### config.mk
export PLATFORM = sky130hd
export DESIGN_NAME = mux4_rr_arbiter
export DESIGN_NICKNAME = d
export VERILOG_FILES = /design/src/rtl/mux4_rr_arbiter.sv
export SDC_FILE = /design/constraint.sdc
export NUM_CORES = 1
export LEC_CHECK = 0
export BUFFER_PORTS_ARGS = -buffer_cell sky130_fd_sc_hd__buf_4
export CORE_MARGIN = 2
export CORE_UTILIZATION = 35
export CTS_CLUSTER_SIZE = 14
export DETAILED_ROUTE_END_ITERATION = 8
export GPL_ROUTABILITY_DRIVEN = 0
export GPL_TIMING_DRIVEN = 0
export PLACE_DENSITY = 0.54
export RECOVER_POWER = 50
export SLEW_MARGIN = 40
export SYNTH_ARGS = -nofsm -noshare
export SYNTH_HDL_FRONTEND = slang
export SYNTH_SLANG_ARGS = --single-unit
### constraint.sdc
create_clock -name clk -period 2 [get_ports clk]
set_clock_uncertainty 0.05 [all_clocks]
set_input_delay 0.1 -clock clk [delete_from_list [all_inputs] [get_ports clk]]
set_output_delay 0.1 -clock clk [all_outputs]
set_load 0.01 [all_outputs]
### src/rtl/mux4_rr_arbiter.sv
// ============================================================================
// mux4_rr_arbiter
// ----------------------------------------------------------------------------
// Round-robin arbiter that shares one 4:1, 1-bit selector among four
// requesters. Requester k's data sits on selector input ik. The arbiter drives
// the select lines {s1,s0} and returns a one-hot grant to the winner.
//
// The owner keeps its grant for as long as it keeps requesting. The optional
// hold limit forces a rotation once the owner has held the grant for MAX_HOLD
// consecutive cycles while another requester is waiting.
//
// Optional feature macro: MUX4_ARB_HOLD_LIMIT_EN
//   defined   : hold-limit enforcement with a saturating HOLD_W-bit counter
//   undefined : no forced rotation, and no hold counter is built
//
// Parameters:
//   MAX_HOLD : maximum consecutive grant cycles while another requester waits
//              (1..255; only meaningful with the hold limit built in)
//   HOLD_W   : width of the hold counter; 2**HOLD_W must exceed MAX_HOLD
//
// Ports:
//   clk   : system clock; all state changes on the rising edge
//   rst_n : asynchronous, active-low reset
//   req   : level-sensitive requests; bit k belongs to requester k
//   gnt   : registered one-hot grant; all-zero when idle
//   s0    : registered selector select bit 0
//   s1    : registered selector select bit 1
//   busy  : registered; high exactly while a grant is active
// ============================================================================
module mux4_rr_arbiter #(
    parameter int unsigned MAX_HOLD = 8,
    parameter int unsigned HOLD_W   = 8
) (
    input  logic       clk,
    input  logic       rst_n,
    input  logic [3:0] req,
    output logic [3:0] gnt,
    output logic       s0,
    output logic       s1,
    output logic       busy
);

    typedef enum logic {
        IDLE  = 1'b0,
        GRANT = 1'b1
    } state_t;

`ifdef MUX4_ARB_HOLD_LIMIT_EN
    localparam bit HOLD_LIMIT_ON = 1'b1;
`else
    localparam bit HOLD_LIMIT_ON = 1'b0;
`endif

    localparam bit HOLD_CFG_OK = (MAX_HOLD >= 32'd1) && (MAX_HOLD <= 32'd255) &&
                                 ((HOLD_W >= 32'd31) || (MAX_HOLD < (32'd1 << HOLD_W)));

    state_t     state_q, state_d;
    logic [1:0] last_q, last_d;
    logic [3:0] gnt_q, gnt_d;
    logic [1:0] sel_q, sel_d;
    logic       busy_q, busy_d;

    logic [3:0] others;
    logic [1:0] winner;
    logic       grant_new;
    logic       grant_keep;
    logic       limit_hit;

    // One-hot encode a requester index.
    function automatic logic [3:0] onehot(input logic [1:0] idx);
        logic [3:0] v;
        v = 4'b0001 << idx;
        return v;
    endfunction

    // First set request bit found scanning upward from start, wrapping at 3.
    // The result is only used when at least one request bit is set.
    function automatic logic [1:0] rr_pick(input logic [3:0] r, input logic [1:0] start);
        logic [1:0] idx;
        logic [1:0] pick;
        logic       found;
        pick  = start;
        found = 1'b0;
        for (int i = 0; i < 4; i++) begin
            idx = start + 2'(i);
            if (!found && r[idx]) begin
                pick  = idx;
                found = 1'b1;
            end
        end
        return pick;
    endfunction

`ifdef MUX4_ARB_HOLD_LIMIT_EN
    localparam logic [HOLD_W-1:0] HOLD_MAX = HOLD_W'(MAX_HOLD);
    localparam logic [HOLD_W-1:0] HOLD_ONE = HOLD_W'(1);

    logic [HOLD_W-1:0] hold_q, hold_d;

    assign limit_hit = (hold_q == HOLD_MAX);

    // The counter restarts at 1 on every fresh grant, saturates while the
    // grant is kept, and clears when the arbiter falls idle.
    always_comb begin
        hold_d = hold_q;
        if (grant_new) begin
            hold_d = HOLD_ONE;
        end else if (grant_keep) begin
            if (hold_q != HOLD_MAX) begin
                hold_d = hold_q + HOLD_ONE;
            end
        end else if (state_d == IDLE) begin
            hold_d = '0;
        end
    end
`else
    assign limit_hit = 1'b0;
`endif

    // The owner is always last_q while in GRANT, so a single search from
    // last_q+1 serves both the IDLE pickup and every hand-over from GRANT.
    assign others = req & ~onehot(last_q);
    assign winner = rr_pick(req, last_q + 2'd1);

    always_comb begin
        state_d    = state_q;
        last_d     = last_q;
        gnt_d      = gnt_q;
        sel_d      = sel_q;
        busy_d     = busy_q;
        grant_new  = 1'b0;
        grant_keep = 1'b0;

        case (state_q)
            IDLE: begin
                if (req != 4'b0000) begin
                    grant_new = 1'b1;
                end
            end
            GRANT: begin
                if (req[last_q]) begin
                    if ((others != 4'b0000) && limit_hit) begin
                        grant_new = 1'b1;
                    end else begin
                        grant_keep = 1'b1;
                    end
                end else if (others != 4'b0000) begin
                    grant_new = 1'b1;
                end else begin
                    // The select lines keep the old owner so the selector
                    // output does not glitch on the way into idle.
                    state_d = IDLE;
                    gnt_d   = 4'b0000;
                    busy_d  = 1'b0;
                end
            end
            default: begin
                state_d = IDLE;
                gnt_d   = 4'b0000;
                busy_d  = 1'b0;
            end
        endcase

        if (grant_new) begin
            state_d = GRANT;
            gnt_d   = onehot(winner);
            sel_d   = winner;
            busy_d  = 1'b1;
            last_d  = winner;
        end
    end

    // Last-owner pointer resets to 3 so requester 0 has first priority.
    always_ff @(posedge clk or negedge rst_n) begin
        if (!rst_n) begin
            state_q <= IDLE;
            last_q  <= 2'd3;
            gnt_q   <= 4'b0000;
            sel_q   <= 2'd0;
            busy_q  <= 1'b0;
`ifdef MUX4_ARB_HOLD_LIMIT_EN
            hold_q  <= '0;
`endif
        end else begin
            state_q <= state_d;
            last_q  <= last_d;
            gnt_q   <= gnt_d;
            sel_q   <= sel_d;
            busy_q  <= busy_d;
`ifdef MUX4_ARB_HOLD_LIMIT_EN
            hold_q  <= hold_d;
`endif
        end
    end

    assign gnt  = gnt_q;
    assign s1   = sel_q[1];
    assign s0   = sel_q[0];
    assign busy = busy_q;

`ifndef SYNTHESIS
    // Structural invariants of the registered outputs.
    gnt_onehot_a: assert property (@(posedge clk) disable iff (!rst_n)
        $onehot0(gnt_q));

    busy_matches_gnt_a: assert property (@(posedge clk) disable iff (!rst_n)
        busy_q == (gnt_q != 4'b0000));

    sel_matches_gnt_a: assert property (@(posedge clk) disable iff (!rst_n)
        busy_q |-> (gnt_q == onehot(sel_q)));

    sel_stable_a: assert property (@(posedge clk) disable iff (!rst_n)
        (busy_q && $past(busy_q) && (gnt_q == $past(gnt_q))) |-> (sel_q == $past(sel_q)));

    hold_cfg_a: assert property (@(posedge clk) disable iff (!rst_n)
        HOLD_LIMIT_ON |-> HOLD_CFG_OK);
`endif

endmodule
==> summary.md <==
| Metric | Value |
|---|---|
| Maximum achievable frequency | `0.5056 GHz` |
| Pin count of the biggest net entering global routing | `11` |
| Count of maximum capacitance violations | `0` |
| Overall global routing resource usage | `0.1540` |
| Post-Synthesis Cell Area | `635.6 µm²` |
| Post-synthesis net count | `68` |
| Vias in the first global route | `542` |
| Area added between synthesis and finish | `34.45%` |
| Setup repair after global routing missed its margin | `true` |
| Clock network fraction of total power | `0.089` |
| Worst path arrival time | `2.07 ns` |
| I/O pin count | `13` |
| Count of standard-cell rows | `15` |
| Final Cell Area | `854.6 µm²` |
| Number of remaining DRC errors | `0` |
| Result of the run | `completed` |
| Top FF cell, synth | `dfrtp_1` |
| Initial antenna violation count | `0` |
| Fraction of final layout cells sized beyond drive strength 1 | `0.4684` |
| ANT nets after route | `0` |
| Final count of pins violating max slew | `0` |
| Internal power | `898.6 µW` |
| Number of hold violations in the final report | `0` |
| Share of the core filled with cells in the final layout | `0.5004` |
| Min-Delay Path Depth | `3` |
| Final worst hold slack | `0.2073 ns` |
| Number of levels the H-tree was split into | `1` |
| Number of failing setup endpoints in the final timing report | `0` |
| Clock latency of the later-clocked register in the worst-skew pair | `0.26 ns` |
| First-pass detailed-route iteration total | `3` |
| Number of DRC markers after the initial detailed-route iteration | `4` |
| Tcrit/Tclk final | `0.9889` |
| Number of synthesized flops with an enable pin | `0` |
| NetSw | `534.4 µW` |
| Max-Slew Margin vs Limit | `0.6065` |
| Total number of vias | `536` |
| Clock Tree Root | `clkbuf_4` |
| Crit path kind | `register to register` |
| CTS tree | `built` |
| Number of buffers created by CTS | `3` |
| Post-CTS clock slew at the launch and capture registers of the worst setup and hold paths | `0.06 ns` |
| Share of total power in combinational logic | `0.645` |
| Crit path time final | `1.978 ns` |
| Worst slew pin tran | `0.5849 ns` |
| Sequential fraction of design power | `0.265` |
| Crit end category | `register` |
| CP max FO | `6` |
| Number of instances in the synthesized netlist | `58` |
| Detail Placement HPWL | `934.2 µm` |
| VDD IR-drop max | `762.8 µV` |
| Class of the worst hold path | `input pin to register` |
| Fillcell total | `161` |
| Crit path launch type | `register` |
| Flip-flop and latch count after synthesis | `10` |
| Initial standard-cell utilization of the core | `0.3722` |
| Netlist cell types | `29` |
| Synthesized area per cell | `10.96 µm²` |
| Antenna fix cells | `0` |
| Clock sink count | `10` |
| Area of the multi-input gates | `387.9 µm²` |
| Detail-routed via count per cell | `5.154` |
| Synth warn | `0` |
| Switching part of the total power | `0.3729` |
| Routed wire per std cell | `12.67 µm` |
| Leakage | `0.4013 nW` |
| Total global routing overflow | `0` |
| Floorplan die area | `2173 µm²` |
| Total core area | `1708 µm²` |
| Proportion of synthesized chip area in sequential cells | `0.3976` |
| Maximum buffer depth of the clock tree | `2` |
| Instance area at placement | `762.0 µm²` |
| Total Routed Length | `1318 µm` |
| Worst-case reg-to-reg path depth | `4` |
| Data required time at the worst endpoint | `2.09 ns` |
| Total Power Consumption | `1.433 mW` |
| Vertical die dimension | `46.62 µm` |
| TNS Setup | `0 ns` |
| IO Port Bufs | `11` |
| FF+latch area | `252.7 µm²` |
| Synth async-reset ratio | `1.000` |
| First-pass GRT wire length | `2332 µm` |
| Die width | `46.62 µm` |
| P per Cell Area | `1677 nW/µm²` |
| Fin nets | `91` |
[cells in the final DEF (no fill, tap or decap), types with 3 or more instances in the layout]
cell type / n
dfrtp_1: 8
nand2_1: 6
clkbuf_4: 3
nor2_1: 3
ha_1: 3
nand2b_1: 3
buf_4: 15
[flip-flops by register name, indices dropped and copies added (netlist names)]
register	count
gnt	4
last_q	2
sel_q	2
busy	1
state_q	1
[per-stage QoR]
step           setup slack (ns)  std cells
6_report                0.02225        104
3_5_place_dp            -0.1241         94
2_1_floorplan           0.03640         58
3_3_place_gp           -0.09052         94
5_1_grt                -0.03307        104
4_1_cts                 0.01288        103
[worst max-delay path, cell delays in order, from the launching register on]
cell and delay [ns]:
dfstp_2 0.59, mux4_2 0.52, a41o_2 0.26, o21ai_4 0.11, mux2_4 0.32
[final cells by class]
| class | count | area share |
|---|---|---|
| Sequential cell | 10 | 0.2958 |
| Buffer | 1 | 0.01318 |
| Timing Repair Buffer | 18 | 0.1611 |
| Clock buffer | 3 | 0.02635 |
| Tap cell | 25 | 0.03660 |
| Multi-Input combinational cell | 44 | 0.4539 |
| Inverter | 3 | 0.01318 |
[worst paths after layout]
kind / start / to / slack (ns)
setup / recovery: last_q[0] / sel_q[1] / 0.02
hold / removal: req[1] / last_q[0] / 0.21
setup reg to reg: last_q[0] / sel_q[1] / 0.02
hold reg to reg: busy / busy / 0.44
max in group asynchronous: rst_n / last_q[0] / 1.25
min in group asynchronous: rst_n / busy / 0.28
[Yosys cell counts (all sizes together) (2+ instances only)]
cell	n	share of area
mux2	2	0.047
nand2	6	0.035
nor2	3	0.018
inv	3	0.018
o21ai	3	0.041
nand2b	3	0.030
a21oi	2	0.016
mux2i	2	0.031
a32o	4	0.067
dfrtp	8	0.31
ha	4	0.079
nor3	2	0.016
dfstp	2	0.083
[routing by layer]
metal / GRT usage / part of all wire / wire [µm]
met3: 0.07059 / 0.037 / 49
met4: 0.01667 / 0 / 0
met5: 0 / 0 / 0
met1: 0.2038 / 0.46 / 603
met2: 0.2389 / 0.50 / 665
[cells by family (layout without fill, tap and decap cells)]
logic type / after synthesis / count (layout) / synth area share
fa+ha+maj: 4 / 4 / 0.07874
compound gates: 15 / 15 / 0.2126
flops: 10 / 10 / 0.3976
buf+inv: 4 / 25 / 0.03543
mux: 5 / 5 / 0.1142
simple gates: 20 / 20 / 0.1615
[power by group through the flow]
stage / combinational, mW / sequential [mW] / clock, mW
CTS: 0.869 / 0.381 / 0.134
global route: 1.03 / 0.394 / 0.147
detailed placement: 0.763 / 0.395 / 0
floorplan: 0.538 / 0.406 / 0
global placement: 0.756 / 0.393 / 0
finish: 0.925 / 0.380 / 0.128
[what timing repair did]
item                                    in CTS  in global routing
cloned                                       0                  0
hold buffers                                 1                  0
gates resized for setup                      1                  4
buffers inserted                             5                  1
hold endpoints to repair                    10                  0
pin swaps                                    1                  0
endpoints found under the setup margin       4                  8
Note: power is estimated with default switching activity, not from simulation.
